===== config.mk =====
export PLATFORM = sky130hd
export DESIGN_NAME = fifo_stream_reader
export DESIGN_NICKNAME = d
export VERILOG_FILES = /design/src/rtl/fifo_rd_pkg.sv /design/src/rtl/stream_buf2.sv /design/src/rtl/fifo_stream_reader.sv
export SDC_FILE = /design/constraint.sdc
export NUM_CORES = 1
export LEC_CHECK = 0
export CAP_MARGIN = 20
export CORE_ASPECT_RATIO = 1.25
export CORE_MARGIN = 10
export CORE_UTILIZATION = 53
export DETAILED_ROUTE_END_ITERATION = 8
export PLACE_DENSITY = 0.8
export SYNTH_ARGS = -nofsm -noshare
export SYNTH_HDL_FRONTEND = slang
export SYNTH_SLANG_ARGS = --single-unit

===== constraint.sdc =====
create_clock -name clk -period 4.5 [get_ports clk]
set_clock_uncertainty 0.15 [all_clocks]
set_input_delay 0.45 -clock clk [delete_from_list [all_inputs] [get_ports clk]]
set_output_delay 0.45 -clock clk [all_outputs]
set_load 0.05 [all_outputs]

===== src/rtl/fifo_rd_pkg.sv =====
// Package for the FIFO read-side stream controller.
// Holds the output buffer depth, the occupancy type and the occupancy
// update helper shared by the top level and the buffer.
package fifo_rd_pkg;

    localparam int BUF_DEPTH = 2;

    typedef logic [1:0] occ_t;

    // Next occupancy after an optional push and an optional pop.
    // The read issue rule keeps the result within 0..BUF_DEPTH.
    function automatic occ_t occ_next(input occ_t occ, input logic push, input logic pop);
        return occ_t'(occ + occ_t'(push) - occ_t'(pop));
    endfunction

endpackage


===== src/rtl/stream_buf2.sv =====
// Two-entry in-order register buffer.
// Ports:
//   clk_i   - clock, rising edge
//   rst_i   - synchronous active-high reset
//   push_i  - write data_i into the tail this cycle
//   pop_i   - drop the head this cycle (only while occ_o != 0)
//   data_i  - word to push
//   occ_o   - number of valid entries (0..2), registered
//   head_o  - head entry, zero when empty, registered
module stream_buf2
    import fifo_rd_pkg::*;
#(
    parameter int WIDTH = 8
) (
    input  logic             clk_i,
    input  logic             rst_i,
    input  logic             push_i,
    input  logic             pop_i,
    input  logic [WIDTH-1:0] data_i,
    output occ_t             occ_o,
    output logic [WIDTH-1:0] head_o
);

    logic [WIDTH-1:0] e0_q, e0_d;
    logic [WIDTH-1:0] e1_q, e1_d;
    occ_t             occ_q, occ_d;

    // Next-state for the two entries; entry 0 is always the head and is
    // zeroed whenever the buffer drains so the head reads 0 when empty.
    always_comb begin
        e0_d  = e0_q;
        e1_d  = e1_q;
        occ_d = occ_next(occ_q, push_i, pop_i);
        case ({push_i, pop_i})
            2'b10: begin
                if (occ_q == 2'd0) begin
                    e0_d = data_i;
                end else begin
                    e1_d = data_i;
                end
            end
            2'b01: begin
                if (occ_q == occ_t'(BUF_DEPTH)) begin
                    e0_d = e1_q;
                end else begin
                    e0_d = {WIDTH{1'b0}};
                end
                e1_d = {WIDTH{1'b0}};
            end
            2'b11: begin
                // Head advances and the new word lands behind it.
                if (occ_q == occ_t'(BUF_DEPTH)) begin
                    e0_d = e1_q;
                    e1_d = data_i;
                end else begin
                    e0_d = data_i;
                    e1_d = {WIDTH{1'b0}};
                end
            end
            default: begin
                e0_d = e0_q;
                e1_d = e1_q;
            end
        endcase
    end

    // Buffer state registers.
    always_ff @(posedge clk_i) begin
        if (rst_i) begin
            e0_q  <= {WIDTH{1'b0}};
            e1_q  <= {WIDTH{1'b0}};
            occ_q <= 2'd0;
        end else begin
            e0_q  <= e0_d;
            e1_q  <= e1_d;
            occ_q <= occ_d;
        end
    end

    assign occ_o  = occ_q;
    assign head_o = e0_q;

endmodule


===== src/rtl/fifo_stream_reader.sv =====
// Drains a fifo through read_en/data_out/empty and presents the words as a
// valid/ready stream at one word per clock, hiding the fifo's one-cycle
// read latency behind a two-entry buffer. Counts delivered words.
// Ports:
//   clk, rst        - clock and synchronous active-high reset
//   fifo_empty      - fifo empty flag
//   fifo_data_out   - fifo read data, valid the cycle after a read
//   fifo_read_en    - fifo read strobe (combinational)
//   out_valid       - stream valid (buffer non-empty)
//   out_ready       - stream ready from the consumer
//   out_data        - stream data (buffer head, 0 when empty)
//   word_count      - words accepted downstream, wrapping
module fifo_stream_reader
    import fifo_rd_pkg::*;
#(
    parameter int WIDTH = 8,
    parameter int CNT_W = 16
) (
    input  logic             clk,
    input  logic             rst,
    input  logic             fifo_empty,
    input  logic [WIDTH-1:0] fifo_data_out,
    output logic             fifo_read_en,
    output logic             out_valid,
    input  logic             out_ready,
    output logic [WIDTH-1:0] out_data,
    output logic [CNT_W-1:0] word_count
);

    occ_t             occ_s;
    logic             pop_s;
    logic [2:0]       budget_s;
    logic             inflight_q, inflight_d;
    logic [CNT_W-1:0] word_count_q, word_count_d;

    assign pop_s = out_valid & out_ready;

    // Slots committed after this cycle: held words plus the word in flight,
    // less the one leaving now. A new read is only issued if it will fit.
    assign budget_s     = {1'b0, occ_s} + {2'b00, inflight_q} - {2'b00, pop_s};
    assign fifo_read_en = !rst & !fifo_empty & (budget_s < 3'd2);

    // Next-state for the in-flight flag and the delivered-word counter.
    always_comb begin
        inflight_d = fifo_read_en;
        if (pop_s) begin
            word_count_d = word_count_q + {{(CNT_W-1){1'b0}}, 1'b1};
        end else begin
            word_count_d = word_count_q;
        end
    end

    // In-flight flag and counter registers; clearing inflight on reset
    // discards any word the fifo returns just after reset.
    always_ff @(posedge clk) begin
        if (rst) begin
            inflight_q   <= 1'b0;
            word_count_q <= {CNT_W{1'b0}};
        end else begin
            inflight_q   <= inflight_d;
            word_count_q <= word_count_d;
        end
    end

    stream_buf2 #(
        .WIDTH (WIDTH)
    ) u_buf (
        .clk_i  (clk),
        .rst_i  (rst),
        .push_i (inflight_q),
        .pop_i  (pop_s),
        .data_i (fifo_data_out),
        .occ_o  (occ_s),
        .head_o (out_data)
    );

    assign out_valid  = (occ_s != 2'd0);
    assign word_count = word_count_q;

endmodule


==> Word level (Yosys, flattened, before mapping) <==
Index checks and enable logic that the tools add are counted.
{ "classes": {"addsub": 5, "magnitude_cmp": 1, "eq_ne": 6, "mux": 7, "bitwise": 3, "reduce_logical": 7} }
{ "op_table": {"columns": ["cell", "count"], "rows": [
  ["one-hot mux 8 bit (3 select lines)", 2],
  ["2-to-1 mux 8 bit", 5],
  ["adder 16 x 1 -> 16 bit, second input constant", 1],
  ["equality test 2 bit, second input constant", 3],
  ["AND reduction 2 bit", 2],
  ["adder 2 x 1 -> 3 bit", 1],
  ["AND 1 bit", 3],
  ["< comparator 3 x 2 -> 1 bit, second input constant", 1],
  ["nonzero test 3 bit", 1],
  ["subtractor 3 x 1 -> 3 bit", 1],
  ["adder 2 x 1 -> 2 bit", 1],
  ["equality test 2 x 1 -> 1 bit, second input constant", 1],
  ["zero test 1 bit", 2],
  ["zero test 2 bit", 1],
  ["!= test 2 x 1 -> 1 bit, second input constant", 1],
  ["!= test 2 bit, second input constant", 1],
  ["nonzero test 2 bit", 1],
  ["subtractor 2 x 1 -> 2 bit", 1]
]} }
{ "word_totals": {"ff_bits": 35, "input_bits": 12} }

==> Logic depth before layout (Yosys ltp) <==
Gate-level depths: netlist (run 1).
{ "logic_depth": {"ltp_word": 5, "ltp_mapped": 8} }

==> Hierarchy <==
A second synthesis (run 1) with hierarchy kept.
{ "hier_totals": {"hier_cells": 181, "area_unflattened_um2": 1791.7} }
{ "by_module_without_submodules": {"columns": ["module", "instances", "cells_per_inst", "area_per_inst_um2", "seq_area_each_um2"], "rows": [
  ["stream_buf2", 1, 90, 940.9, 360.3],
  ["fifo_stream_reader", 1, 91, 850.8, 340.3]
]} }

==> Worst setup path after synthesis (run 1) <==
No wires, ideal clock.
{ "synth_timing": {"kind": "input-to-output", "startpoint": "in out_ready", "endpoint": "out fifo_read_en", "t_arrival_ns": 3.213, "required_ns": 3.900, "setup_slack_ns": 0.687, "path_stages": 7, "cell_sequence": "buf_4 > clkbuf_1 > nand3_1 > o21ai_0 > ha_1 > fa_1 > nor4_1"} }
{ "synth_between": {"elab_chain_cells": 4} }
{ "synth_lines": {"columns": ["item", "line", "rtl"], "rows": [
  ["start, declared", "fifo_stream_reader.sv:25", "input logic out_ready,"],
  ["AND 1 bit", "fifo_stream_reader.sv:36", "assign pop_s = out_valid & out_ready;"],
  ["subtractor 3 x 1 -> 3 bit", "fifo_stream_reader.sv:40", "assign budget_s = {1'b0, occ_s} + {2'b00, inflight_q} - {2'b00, pop_s};"],
  ["named net budget_s[1]", "fifo_stream_reader.sv:32", "logic [2:0] budget_s;"],
  ["< comparator 3 x 2 -> 1 bit", "fifo_stream_reader.sv:41", "assign fifo_read_en = !rst & !fifo_empty & (budget_s < 3'd2);"],
  ["AND 1 bit", "fifo_stream_reader.sv:41", null],
  ["end, declared", "fifo_stream_reader.sv:23", "output logic fifo_read_en,"]
]} }
The timed path passes the listed nets, and every way through them passes these cells.

==> Worst setup path in the final report (run 1) <==
{ "layout_timing": {"startpoint": "reg u_buf.occ_q[1], in the netlist u_buf.occ_o[1]", "endpoint": "out fifo_read_en"} }
{ "layout_between": {"elab_chain_cells": 5, "elab_cells_between_ends": 6} }
{ "layout_lines": {"columns": ["item", "line", "rtl"], "rows": [
  ["start, declared", "stream_buf2.sv:26", "occ_t occ_q, occ_d;"],
  ["start signal, assigned", "stream_buf2.sv:72", "occ_q <= 2'd0;"],
  ["start signal, assigned", "stream_buf2.sv:76", "occ_q <= occ_d;"],
  ["parallel branches: the longest is 2 deep, another holds adder 2 x 1 -> 3 bit", null, null],
  ["subtractor 3 x 1 -> 3 bit (*)", "fifo_stream_reader.sv:40", null],
  ["named net budget_s[1]", "fifo_stream_reader.sv:32", null],
  ["< comparator 3 x 2 -> 1 bit (*)", "fifo_stream_reader.sv:41", null],
  ["AND 1 bit (*)", "fifo_stream_reader.sv:41", null]
]} }
Mark *: on every way through the listed nets, which the timed path passes.

==> results of run 1 <==
## power by group through the flow
stage	combinational (mW)	sequential [mW]	clock, mW
floorplan	0.0877	0.399	0
global placement	0.195	0.352	0
detailed placement	0.198	0.353	0
CTS	0.199	0.346	0.203
global route	0.212	0.349	0.216
finish	0.199	0.346	0.195
## Yosys cell counts
| master | n |
|---|---|
| a2111oi_2 | 1 |
| a21oi_1 | 3 |
| a22oi_1 | 8 |
| and3_1 | 2 |
| buf_1 | 3 |
| buf_2 | 1 |
| buf_4 | 2 |
| clkbuf_1 | 7 |
| dfxtp_1 | 35 |
| fa_1 | 1 |
| ha_1 | 2 |
| inv_1 | 5 |
| mux2_2 | 4 |
| nand2_1 | 6 |
| nand3_1 | 15 |
| nand4_1 | 1 |
| nand4_4 | 1 |
| nor2_1 | 31 |
| nor2b_1 | 12 |
| nor3_1 | 10 |
| nor3b_1 | 1 |
| nor4_1 | 5 |
| nor4_4 | 1 |
| o2111a_1 | 1 |
| o2111ai_1 | 1 |
| o211ai_1 | 7 |
| o21ai_0 | 10 |
| o21ai_1 | 1 |
| o21ai_2 | 1 |
| or2_2 | 1 |
| or3_1 | 1 |
| or3_2 | 1 |
| or3b_1 | 1 |
| xnor2_1 | 7 |
| xor2_1 | 4 |
## cell type report
class	instances	area (um^2)	area share, %
well taps	36	45.0	2.14
repair buffers	40	393	18.6
clock buffers	8	68.8	3.27
inverters	5	18.8	0.891
multi-input cells	140	881	41.8
flip-flops and latches	35	701	33.3
## layer usage
metal	up-vias	part of all wire, %	global-route usage (%)	routed length, um
li1	742	-	-	-
met1	698	39	15.1	1620
met2	54	50	24.3	2050
met3	14	7.6	6.68	315
met4	0	3.5	8.70	143
met5	-	0	0	0
## logic make-up (layout without fill, tap and decap cells)
kind of cell | Yosys count | after routing | share of synthesized area (%)
mux | 4 | 4 | 2.72
compound gates | 33 | 33 | 13.7
buf+inv | 18 | 53 | 4.60
simple gates | 89 | 89 | 28.2
xor+xnor | 11 | 11 | 5.81
fa+ha+maj | 3 | 3 | 2.72
flops | 35 | 35 | 42.3
## flip-flops by register name (all words and copies together) (netlist names)
register	cells
inflight_q	1
u_buf.e1_q	8
u_buf.head_o	8
u_buf.occ_o	2
word_count	16
## critical path, delay by kind of cell (launching register included)
| family | cells | cell delay, ns |
|---|---|---|
| compound gates | 1 | 0.13 |
| fa+ha+maj | 2 | 0.66 |
| buf+inv | 1 | 0.85 |
| flops | 1 | 0.61 |
| simple gates | 2 | 0.49 |
## metrics by stage
| stage | worst slack [ns] | util [%] |
|---|---|---|
| final | 0.830 | 70.9 |
| after global routing | 0.599 | 70.9 |
| after CTS | 0.797 | 70.9 |
| after floorplan | 0.687 | - |
| after detailed placement | 0.867 | 68.6 |
| after global placement | 0.954 | 68.6 |
## final timing paths
check / endpoint / from / slack (ns) / cells after the start
worst max register to register: word_count[15]$_SDFFE_PP0P_ / u_buf.occ_o[1]$_SDFF_PP0_ / 2.34 / 4
worst min-delay path: word_count[1]$_SDFFE_PP0P_ / word_count[1]$_SDFFE_PP0P_ / 0.37 / 2
worst max-delay path: fifo_read_en / u_buf.occ_o[1]$_SDFF_PP0_ / 0.83 / 6
worst min register to register: word_count[1]$_SDFFE_PP0P_ / word_count[1]$_SDFFE_PP0P_ / 0.37 / 2
==> results.json, run 1 <==
{
  "yosys.area.top_type": "dfxtp_1",
  "synth_top_cell_area_share_pct": 42.3,
  "cts_tree": "yes",
  "clk_pin_slew_ns": 0.10,
  "period_share_pct": 81.5,
  "grt_util_all_layers_pct": 14.6,
  "startpoint_type": "register",
  "hold_ws_ns": 0.370,
  "drv_slew": 0,
  "cp_data_arrival_time_ns": 3.07,
  "fin_cells": 264,
  "cts_sinks": 35,
  "place_inst": 256,
  "dr.pass1.iters": 4,
  "critical_path_required_ns": 3.90,
  "p_leak_nw": 0.766,
  "power.switching_uw": 248,
  "crit_type": "reg2out",
  "vias_per_cell": 5.71,
  "antennaDiodeCount": 0,
  "peakVddDrop_v": 0.000302,
  "drv_cap": 0,
  "pwr-share-seq_pct": 46.8,
  "grt_pass1_wl_um": 6950,
  "clockBufferDepth": 2,
  "clk_latency_ns": 0.34,
  "synth_seq_cells": 35,
  "grt_max_degree": 41,
  "cts_hold_buffers": 0,
  "initial_core_util_pct": 55.8,
  "clkPwrFrac_pct": 26.3,
  "power_uw": 739,
  "synth_area_leaders": "dfxtp_1, nor2_1, nand3_1",
  "wire_per_inst_um": 15.6,
  "cts-root-buf": "clkbuf_4",
  "max_stage_delay_ns": 0.85,
  "syn_avg_cell_area_um2": 8.59,
  "nNetsFinal": 242,
  "status": "completed",
  "worst_slew_pin_slew_ns": 0.591,
  "ys_warn_count": 0,
  "hpwl_um": 2960,
  "cp-end-kind": "output pin",
  "setup-violations-final": 0,
  "netlist_instances": 193,
  "worst-path-max-fanout": 15,
  "dieArea_um2": 5780,
  "port_buffers": 37,
  "relSlewSlack_pct": 60.3,
  "die_w_um": 70.0,
  "row_count": 22,
  "timing.setup.tns_ns": 0,
  "final_common_cell": "clkdlybuf4s50_1",
  "syn_area_um2": 1660,
  "first_global_vias": 1490,
  "area_growth_pct": 27.1,
  "die_y_um": 82.5,
  "vias": 1508,
  "ys_types": 35,
  "cts_resized": 0,
  "rsz0062_at_grt": "no",
  "n_fill_cell": 249,
  "power.density_nw_per_um2": 351,
  "htreeDepth": 2,
  "core-area_um2": 2970,
  "ant_nets": 0,
  "postPlaceCellArea_um2": 2040,
  "combPwrFrac_pct": 26.9,
  "hold_violations": 0,
  "totalWireLength_um": 4130,
  "ys_seq_area_share_pct": 42.3,
  "antenna_found_initial": 0,
  "path_cells": "nand3_1 -> o21ai_0 -> ha_1 -> fa_1 -> nor4_1 -> clkdlybuf4s50_1",
  "switching_share_pct": 33.5,
  "cts_setup_buffers": 0,
  "route.detailed.drc": 0,
  "cp_slowest_cell": "clkdlybuf4s50_1",
  "syn-num-nets": 208,
  "finalCriticalPeriod_ns": 3.67,
  "drt_iter0_markers": 103,
  "numCtsBuffers": 5,
  "stdcell_area_um2": 2110,
  "hold_path.class": "reg2reg",
  "p_int_uw": 491,
  "final_cell_mix": "clkdlybuf4s50_1, dfxtp_1, nor2_1",
  "drive_gt1_share_pct": 8.77,
  "gp_congestion": 0.768,
  "max_freq_mhz": 273,
  "io_pins": 38,
  "grt-ovfl-total": 0
}
No activity file was read; power rests on OpenSTA's default activity.
==> run 2, diff against run 1 <==
--- a/config.mk
+++ b/config.mk
@@ -8,9 +8,9 @@
 export CAP_MARGIN = 20
 export CORE_ASPECT_RATIO = 1.25
 export CORE_MARGIN = 10
-export CORE_UTILIZATION = 53
+export CORE_UTILIZATION = 49
 export DETAILED_ROUTE_END_ITERATION = 8
-export PLACE_DENSITY = 0.8
+export PLACE_DENSITY = 0.74
 export SYNTH_ARGS = -nofsm -noshare
 export SYNTH_HDL_FRONTEND = slang
 export SYNTH_SLANG_ARGS = --single-unit
==> constraint.sdc (replaced) <==
create_clock -name clk -period 3.8 [get_ports clk]
set_clock_uncertainty 0.15 [all_clocks]
set_input_delay 0.38 -clock clk [delete_from_list [all_inputs] [get_ports clk]]
set_output_delay 0.38 -clock clk [all_outputs]
set_load 0.05 [all_outputs]
==> run 2 against run 1 <==
Effect of this change: power is 21% higher; routed wire length decreased by 0.15%; setup slack worse by 0.31 ns; sequential cell count is the same; combinational power increased by 15%; first-iteration DRC count is 83% higher; global-route usage decreased by 0.96 points; largest power group unchanged; design area rose by 0.36%; utilization is 5.3 points lower; largest cell class unchanged; via count fell by 0.93%.
==> results.json, run 2 (synthesis results as in run 1) <==
{
  "clk_pin_slew_ns": 0.07,
  "drv_slew": 0,
  "setup_ws_ns": 0.516,
  "grt-ovfl-total": 0,
  "met3WireLength_um": 384,
  "cts_resized": 0,
  "worst_slew_pin_slew_ns": 0.671,
  "cp-end-kind": "output pin",
  "row_count": 23,
  "status": "completed",
  "grt_pass1_wl_um": 6890,
  "final_common_cell": "clkdlybuf4s50_1",
  "numCtsBuffers": 5,
  "dieArea_um2": 6120,
  "ant_nets": 0,
  "post-place-ws_ns": 0.767,
  "dr.pass1.iters": 4,
  "relSlewSlack_pct": 55.2,
  "drt_iter0_markers": 188,
  "startpoint_type": "register",
  "top_layer": "met4",
  "p_leak_nw": 0.765,
  "vias_per_cell": 5.70,
  "clk_latency_ns": 0.29,
  "cts-root-buf": "clkbuf_8",
  "cts_sinks": 35,
  "wire_per_inst_um": 15.7,
  "first_global_vias": 1486,
  "die_w_um": 72.0,
  "port_buffers": 37,
  "critical_path_required_ns": 3.27,
  "period_share_pct": 86.4,
  "multi_input_area_um2": 881,
  "n_fill_cell": 268,
  "core-area_um2": 3220,
  "crit_type": "reg2out",
  "hold_path.class": "reg2reg",
  "worst-path-max-fanout": 22,
  "drive_gt1_share_pct": 8.00,
  "cts_tree": "yes",
  "drv_cap": 0,
  "nNetsFinal": 241,
  "wl_met2_um": 2020,
  "area_growth_pct": 27.5,
  "timing.setup.tns_ns": 0,
  "cp_data_arrival_time_ns": 2.75,
  "io_pins": 38,
  "cts_hold_buffers": 0,
  "htreeDepth": 2,
  "gp_congestion": 0.856,
  "power.density_nw_per_um2": 421,
  "cts_setup_buffers": 0,
  "setup-violations-final": 0,
  "die_y_um": 85.0,
  "initial_core_util_pct": 51.4,
  "largest_reg_flops": 16,
  "antennaDiodeCount": 0,
  "m1WireLength_um": 1650,
  "max_freq_mhz": 304,
  "antenna_found_initial": 0,
  "vias": 1494,
  "grt_util_all_layers_pct": 13.7,
  "hold_violations": 0,
  "hpwl_um": 2880,
  "route.detailed.drc": 0,
  "clockBufferDepth": 2,
  "grt_max_degree": 41,
  "finalCriticalPeriod_ns": 3.28,
  "rsz0062_at_grt": "no",
  "totalWireLength_um": 4120,
  "final_cell_mix": "clkdlybuf4s50_1, dfxtp_1, nor2_1",
  "peakVddDrop_v": 0.000344,
  "seq_area_um2": 701
}
[run 2: layer usage]
metal | track usage [%] | vias to the layer above
li1 | - | 740
met1 | 14.4 | 698
met2 | 22.0 | 48
met3 | 7.11 | 8
met4 | 6.17 | 0
met5 | 0 | -
[run 2: path summary, 6_finish.rpt]
kind | start | endpoint | slack (ns) | depth (start not counted)
setup / recovery | u_buf.occ_o[0]$_SDFF_PP0_ | fifo_read_en | 0.52 | 7
hold / removal | word_count[1]$_SDFFE_PP0P_ | word_count[1]$_SDFFE_PP0P_ | 0.36 | 2
setup reg to reg | u_buf.occ_o[0]$_SDFF_PP0_ | word_count[15]$_SDFFE_PP0P_ | 1.49 | 4
hold reg to reg | word_count[1]$_SDFFE_PP0P_ | word_count[1]$_SDFFE_PP0P_ | 0.36 | 2
[run 2: layout make-up]
cell class,instances,share of cell area [%]
Timing Repair Buffer,39,18.7
Tap cell,37,2.19
Clock buffer,6,3.43
Inverter,5,0.888
Sequential cell,35,33.1
Multi-Input combinational cell,140,41.7
[run 2: critical path: stages, from the launching register on]
cell and delay, ns:
dfxtp_1 0.75, inv_1 0.15, nand3_1 0.15, o21ai_0 0.11
ha_1 0.20, fa_1 0.47, nor4_1 0.44, buf_12 0.20
[run 2: power by group]
group          internal, mW  switching, mW  total, mW
Sequential            0.391         0.0264      0.418
Clock                 0.122          0.123      0.245
Combinational        0.0831          0.145      0.228
Total                 0.596          0.295      0.891
[run 2: stage by stage]
step	hold slack, ns	instance area, um^2	total power, mW	cells	util, %
after floorplan	0.308	1660	0.577	193	-
after global placement	0.337	2040	0.649	256	63.4
after detailed placement	0.347	2040	0.654	256	63.4
after CTS	0.358	2110	0.904	262	65.6
after global routing	0.379	2110	0.935	262	65.6
final	0.360	2110	0.891	262	65.6
==> run 3, diff against run 2 <==
--- a/config.mk
+++ b/config.mk
@@ -11,6 +11,7 @@
 export CORE_UTILIZATION = 49
 export DETAILED_ROUTE_END_ITERATION = 8
 export PLACE_DENSITY = 0.74
+export REMOVE_ABC_BUFFERS = 1
 export SYNTH_ARGS = -nofsm -noshare
 export SYNTH_HDL_FRONTEND = slang
 export SYNTH_SLANG_ARGS = --single-unit
==> run 3 against run 2 <==
Effect of this change: non-clock buffer count is the same; global-route usage shrank 0.64 points; critical path depth is the same; clock power grew 42%; utilization grew 1.4 points; cell count grew 0.76%; fmax shrank 1.1%; sequential cell count is the same; clock-buffer cell count is the same; sequential share of layout area shrank 0.69 points; first-iteration DRC count shrank 52%; worst hold slack gained 0.0024 ns; critical path type unchanged.
==> results.json, run 3 (synthesis results as in run 1) <==
{
  "die_y_um": 85.0,
  "cts_setup_buffers": 0,
  "peakVddDrop_v": 0.000366,
  "cp_slowest_cell": "dfxtp_1",
  "totalWireLength_um": 3950,
  "relSlewSlack_pct": 54.4,
  "pwr-share-seq_pct": 41.9,
  "setup-violations-final": 0,
  "grt_max_degree": 41,
  "hold_path.class": "reg2reg",
  "area_growth_pct": 30.3,
  "cp_data_arrival_time_ns": 2.79,
  "largest_reg_flops": 16,
  "final_common_cell": "clkdlybuf4s50_1",
  "initial_core_util_pct": 51.4,
  "dieArea_um2": 6120,
  "row_count": 23,
  "path_cells": "inv_1 -> nand3_1 -> o21ai_0 -> ha_1 -> fa_1 -> nor4_1 -> buf_12",
  "hpwl_um": 2870,
  "clk_latency_ns": 0.29,
  "core-area_um2": 3220,
  "timing.setup.tns_ns": 0,
  "hp-start": "word_count[1]$_SDFFE_PP0P_",
  "drive_gt1_share_pct": 9.25,
  "gp_congestion": 0.833,
  "ant_nets": 0,
  "wl_met2_um": 1950,
  "htreeDepth": 2,
  "crit_type": "reg2out",
  "switching_share_pct": 31.0,
  "grt_util_all_layers_pct": 13.0,
  "regToRegStartpoint": "u_buf.occ_o[0]$_SDFF_PP0_",
  "cp-end-kind": "output pin",
  "rsz0062_at_grt": "no",
  "port_buffers": 37,
  "p_leak_nw": 0.789,
  "wire_per_inst_um": 15.0,
  "drt_iter0_markers": 91,
  "p_int_uw": 686,
  "cts_resized": 0,
  "path_buf_inv": 2,
  "antennaDiodeCount": 0,
  "met3WireLength_um": 316,
  "numCtsBuffers": 5,
  "worst-path-max-fanout": 22,
  "grt-ovfl-total": 0,
  "power.switching_uw": 309,
  "cp-startpoint": "u_buf.occ_o[0]$_SDFF_PP0_",
  "period_share_pct": 87.4,
  "drv_cap": 0,
  "final_cell_mix": "clkdlybuf4s50_1, dfxtp_1, nor2_1",
  "cts_tree": "yes",
  "grt_pass1_wl_um": 6640,
  "die_w_um": 72.0,
  "vias": 1477,
  "status": "completed",
  "antenna_found_initial": 0,
  "nNetsFinal": 241,
  "dr.pass1.iters": 4,
  "hold_violations": 0,
  "top_layer": "met4",
  "route.detailed.drc": 0,
  "power.density_nw_per_um2": 461,
  "worst_slew_pin_slew_ns": 0.682,
  "combPwrFrac_pct": 23.0,
  "m1WireLength_um": 1620,
  "io_pins": 38,
  "clockBufferDepth": 2,
  "drv_slew": 0,
  "first_global_vias": 1498,
  "vias_per_cell": 5.59,
  "cts_hold_buffers": 0,
  "final_util_pct": 67.0,
  "cts-root-buf": "clkbuf_8",
  "clkPwrFrac_pct": 35.1,
  "finalCriticalPeriod_ns": 3.32,
  "startpoint_type": "register",
  "cts_sinks": 35,
  "max_stage_delay_ns": 0.76,
  "cp_top_family": "flip-flops",
  "clk_pin_slew_ns": 0.07,
  "critical_path_required_ns": 3.27,
  "max_freq_mhz": 301
}
==> run 3: power by group through the flow <==
stage,Sequential [mW],Combinational (mW),Clock [mW]
floorplan,0.481,0.0816,0
global placement,0.424,0.228,0
detailed placement,0.425,0.229,0
CTS,0.417,0.230,0.361
global route,0.422,0.247,0.372
finish,0.418,0.228,0.349
==> run 3: metrics by stage <==
step	setup slack, ns	total power, mW	instances	area (um^2)	hold WS, ns
2_1_floorplan	0.154	0.562	180	1600	0.299
3_3_place_gp	0.859	0.652	256	2040	0.338
3_5_place_dp	0.804	0.654	256	2040	0.346
4_1_cts	0.488	1.01	264	2160	0.357
5_1_grt	0.322	1.04	264	2160	0.394
6_report	0.479	0.995	264	2160	0.363
==> run 3: routing by layer <==
layer,GRT usage (%),vias to the layer above
met3,5.94,8
met1,14.8,685
li1,-,737
met5,0,-
met4,5.11,0
met2,20.6,47
==> run 3: area by class of cell <==
| type | count | area, um^2 |
|---|---|---|
| Multi-Input combinational cell | 140 | 881 |
| Fill cell | 288 | 1060 |
| Clock buffer | 6 | 82.6 |
| Sequential cell | 35 | 701 |
| Tap cell | 37 | 46.3 |
| Inverter | 5 | 18.8 |
| Timing Repair Buffer | 39 | 395 |
| Clock inverter | 2 | 35.0 |
==> run 3: final timing paths <==
check,slack [ns],to,depth (start not counted)
max,0.48,fifo_read_en,7
min,0.36,word_count[1]$_SDFFE_PP0P_,2
max reg2reg,1.48,inflight_q$_SDFF_PP0_,6
min reg2reg,0.36,word_count[1]$_SDFFE_PP0P_,2
==> run 3: worst reg2reg max path: stages (launching register included) <==
cell and delay [ns]:
dfxtp_1 0.76, inv_1 0.16, nand3_1 0.15, o21ai_0 0.11, ha_1 0.20, fa_1 0.47
nor4_1 0.23
==> variant 1: new RTL, config.mk and constraints of run 3 <==
`CNT_W`: 16 -> 24.
--- a/src/rtl/fifo_stream_reader.sv
+++ b/src/rtl/fifo_stream_reader.sv
@@ -14,7 +14,7 @@
     import fifo_rd_pkg::*;
 #(
     parameter int WIDTH = 8,
-    parameter int CNT_W = 16
+    parameter int CNT_W = 24
 ) (
     input  logic             clk,
     input  logic             rst,
Interface: changed (resized word_count); port bits go from 38 to 46. The function was not compared with the original's and may differ.
==> variant 1 against run 3 <==
- design area is 16% higher
- worst setup slack better by 0.18 ns
- synthesized cell count is 17% higher
- area after synthesis is 19% higher
- register-to-register slack hardly changed
- count of clock-buffer cells in the layout stayed put
- sequential cell count is 8 higher
- power is 1.1% lower
- core utilization is 1.9 points lower
- wire length is 20% higher
- first-iteration DRC count is 64% higher
- global-route usage is 1.2 points higher
- die area is 14% higher
- critical endpoint unchanged
- largest cell class unchanged
- highest routed layer unchanged
==> variant 1: results (changes against run 3) <==
* Outcome: complete, no violations
* CTS Buf Count at 5 (unchanged)
* Share of layout cells above drive strength 1 at 4.94% (-4.3 points)
* CP Max Fanout at 10 (-55%)
* Share of total power in combinational logic at 23.0% (about the same)
* Drt via density at 5.75 (+2.8%)
* Post_cts resized at 0 (unchanged)
* Port buffer count at 45 (+22%)
* Worst-skew pair later-pin latency at 0.29 ns (about the same)
* Top cells by area, synth: dfxtp_1, nor2_1, xnor2_1
* Iter 0 DRT Violations at 149 (+64%)
* Initial antenna violation count at 0 (unchanged)
* Drt pass-1 iters at 4 (unchanged)
* Largest net degree at the start of global routing at 45 (+9.8%)
* Max Buffers Root-to-Sink at 2 (unchanged)
* Final HPWL DP at 3460 um (+21%)
* Clk. pwr at 0.263 mW (-25%)
* Synth cell count leaders: dfxtp_1, nor2_1, clkbuf_1, nand2_1
* Critical path arrival at 2.61 ns (-0.18 ns)
* Static Leak at 0.814 nW (+3.2%)
* Actual slew at the worst max-slew pin at 0.647 ns (-0.0357 ns)
* Final #Nets at 279 (+16%)
* Distinct cells, synth at 41 (+17%)
* Register area share after synthesis at 43.7% (+1.4 points)
* Vias in the first global route at 1844 (+23%)
* Residual DRC at 0 (unchanged)
* Routed WL per cell at 15.0 um (about the same)
* Sw Ratio at 31.2% (+0.16 points)
* All-layer global routing usage at 14.2% (+1.2 points)
* CP delay by family, top: adder cells
* Worst slack, placed at 0.748 ns (-0.0557 ns)
* Clk root buf: clkbuf_8
* Routability congestion estimate at 0.809 (-2.9%)
* # Post-CTS Setup Buffers at 0 (unchanged)
* First-pass GRT wire length at 8500 um (+28%)
* Critical Path Slowest Stage Cell: dfxtp_1
* Filler cell count at 336 (+17%)
* Worst Hold Class: reg -> reg
* YS warnings at 0 (unchanged)
* Crit-path max cell delay at 0.49 ns (-0.27 ns)
* Max FFs per register at 24 (+8)
* # diodes at 0 (unchanged)
* Asr flop ratio synth at 0% (unchanged)
* Peak supply drop at 0.250 mV (-32%)
* Antenna-violating nets left at 0 (unchanged)
* H-tree depth at 2 (unchanged)
* Clk pin slew, worst setup/hold paths at 0.07 ns (about the same)
[variant 1: final cells by class]
class | count | area share, %
multi-input combinational | 163 | 41.1
sequential | 43 | 34.4
timing repair buffer | 46 | 18.2
clock buffer | 6 | 2.90
tap | 54 | 2.70
inverter | 5 | 0.750
[variant 1: path summary, 6_finish.rpt]
path	from	endpoint	slack (ns)	cells past startpoint
hold reg to reg	word_count[1]$_SDFFE_PP0P_	word_count[1]$_SDFFE_PP0P_	0.35	2
setup / recovery	u_buf.occ_o[0]$_SDFF_PP0_	fifo_read_en	0.66	8
setup reg to reg	u_buf.occ_o[0]$_SDFF_PP0_	inflight_q$_SDFF_PP0_	1.48	7
hold / removal	word_count[1]$_SDFFE_PP0P_	word_count[1]$_SDFFE_PP0P_	0.35	2
[variant 1: metal layers]
layer / global-route usage [%] / part of all wire, % / vias up
met5: 0 / 0 / -
met4: 3.42 / 0.61 / 0
met3: 6.77 / 8.0 / 5
met2: 24.0 / 48 / 46
met1: 15.6 / 43 / 867
li1: - / - / 905
[variant 1: per-stage QoR]
step                utilization [%]  area, um^2  power (mW)  std cells
global route                   65.1        2500        1.03        317
global placement               63.2        2430       0.730        311
CTS                            65.1        2500       0.993        317
finish                         65.1        2500       0.985        317
floorplan                         -        1910       0.645        211
detailed placement             63.2        2430       0.731        311
[variant 1: logic make-up after synthesis]
family / after synthesis / synth area share [%]
AO/OA/AOI/OAI: 50 / 17.3
XOR/XNOR: 14 / 6.23
adder cells (fa/ha/maj): 3 / 2.29
buffers and inverters: 20 / 4.07
flip-flops: 43 / 43.7
multiplexers: 1 / 0.572
AND/OR/NAND/NOR: 95 / 25.8
==> variant 2: new RTL, config.mk and constraints of run 3 <==
Made on the original files. Put one more register stage on the output `word_count`, with the module's reset. The value now appears one clock later. The other outputs are not delayed to match.
--- a/src/rtl/fifo_stream_reader.sv
+++ b/src/rtl/fifo_stream_reader.sv
@@ -75,7 +75,13 @@
     );
 
     assign out_valid  = (occ_s != 2'd0);
-    assign word_count = word_count_q;
+    always_ff @(posedge clk) begin
+        if (rst) begin
+            word_count <= '0;
+        end else begin
+            word_count <= word_count_q;
+        end
+    end
 
 endmodule
 
Behaviour: not the same (a bounded check fails within 4 cycles, from zero or initial values and one cycle with rst high).
==> variant 2 against run 3 <==
- wire length grew 9.2%
- power grew 11%
- die area grew 17%
- area after synthesis grew 23%
- design area grew 17%
- via count grew 11%
- fmax grew 0.14%
- sequential cell count grew 16
- worst setup slack gained 0.0048 ns
- highest routed layer unchanged
- synthesized cell count grew 16%
- largest cell class is now flip-flops and latches
- clock power shrank 12%
==> variant 2: results (changes against run 3) <==
* Largest net degree at the start of global routing at 52 (+27%)
* Hold EP: u_buf.head_o[5]$_SDFFE_PP0P_
* Drt via density at 5.22 (-6.6%)
* Final #Nets at 271 (+12%)
* Nature of the critical path endpoint: output pin
* Top cells by area, synth: dfxtp_1, nor2b_1, nor2_1
* Register area share after synthesis at 50.0% (+7.7 points)
* Routed WL at 4310 um (+9.2%)
* Iter 0 DRT Violations at 152 (+67%)
* First-pass GRT wire length at 7280 um (+9.7%)
* Critical path destination: fifo_read_en
* Distinct cells, synth at 36 (+2.9%)
* Peak Freq at 0.302 GHz (+0.14%)
* All-layer global routing usage at 12.2% (-0.79 points)
* Static Leak at 0.906 nW (+15%)
* Synthesized area per cell at 9.12 um^2 (+6.2%)
* Synth cell count leaders: dfxtp_1, nor2_1, nor2b_1
* Critical Path Slowest Stage Cell: dfxtp_1
* Asr flop ratio synth at 0% (unchanged)
* Port buffer count at 37 (unchanged)
* Crit path launch: u_buf.occ_o[0]$_SDFF_PP0_
* Worst Hold Class: reg -> reg
* Peak supply drop at 0.260 mV (-29%)
* Outcome: complete, no violations
* Final HPWL DP at 3040 um (+5.9%)
* R2R setup slack at 1.50 ns (+0.02 ns)
* # Post-CTS Setup Buffers at 0 (unchanged)
* Routability congestion estimate at 0.845 (+1.4%)
* Share of layout cells above drive strength 1 at 5.84% (-3.4 points)
* HP Start: u_buf.head_o[5]$_SDFFE_PP0P_
* Worst slack, placed at 0.838 ns (+0.0345 ns)
* Crit-path max cell delay at 0.74 ns (-0.02 ns)
* WHS at 0.318 ns (-0.0448 ns)
* Clk pin slew, worst setup/hold paths at 0.09 ns (+0.02 ns)
* Max Buffers Root-to-Sink at 2 (unchanged)
* Vias in the first global route at 1566 (+4.5%)
* CP Max Fanout at 22 (unchanged)
* DP Area at 0.00245 mm^2 (+20%)
* Actual slew at the worst max-slew pin at 0.723 ns (+0.0404 ns)
* Post_cts resized at 0 (unchanged)
* CP delay by family, top: flip-flops
* Non-filler instance count after layout at 313 (+19%)
* Critical path arrival at 2.79 ns (about the same)
## variant 2: cell families (layout without fill, tap and decap cells)
| group | Yosys count | count (layout) | share of synthesized area [%] |
|---|---|---|---|
| simple gates | 99 | 99 | 25.4 |
| flops | 51 | 51 | 50.0 |
| compound gates | 36 | 36 | 11.6 |
| buf+inv | 20 | 53 | 3.98 |
| xor+xnor | 12 | 12 | 5.14 |
| fa+ha+maj | 3 | 3 | 2.20 |
| mux | 3 | 3 | 1.78 |
## variant 2: routing by layer
layer	vias up	global-route usage (%)	part of all wire, %
met3	6	4.88	6.8
met5	-	0	0
met1	756	13.5	43
li1	831	-	-
met4	0	4.12	1.4
met2	42	20.8	48
## variant 2: layout make-up
type,instances,area [um^2]
fillers,354,1530
flip-flops and latches,51,1020
multi-input cells,153,941
repair buffers,39,395
clock buffers,6,72.6
well taps,56,70.1
inverters,6,22.5
clock inverters,2,12.5
## variant 2: power breakdown
part           switching (mW)  internal, mW
Sequential             0.0262         0.559
Clock                   0.178         0.129
Combinational           0.135        0.0813
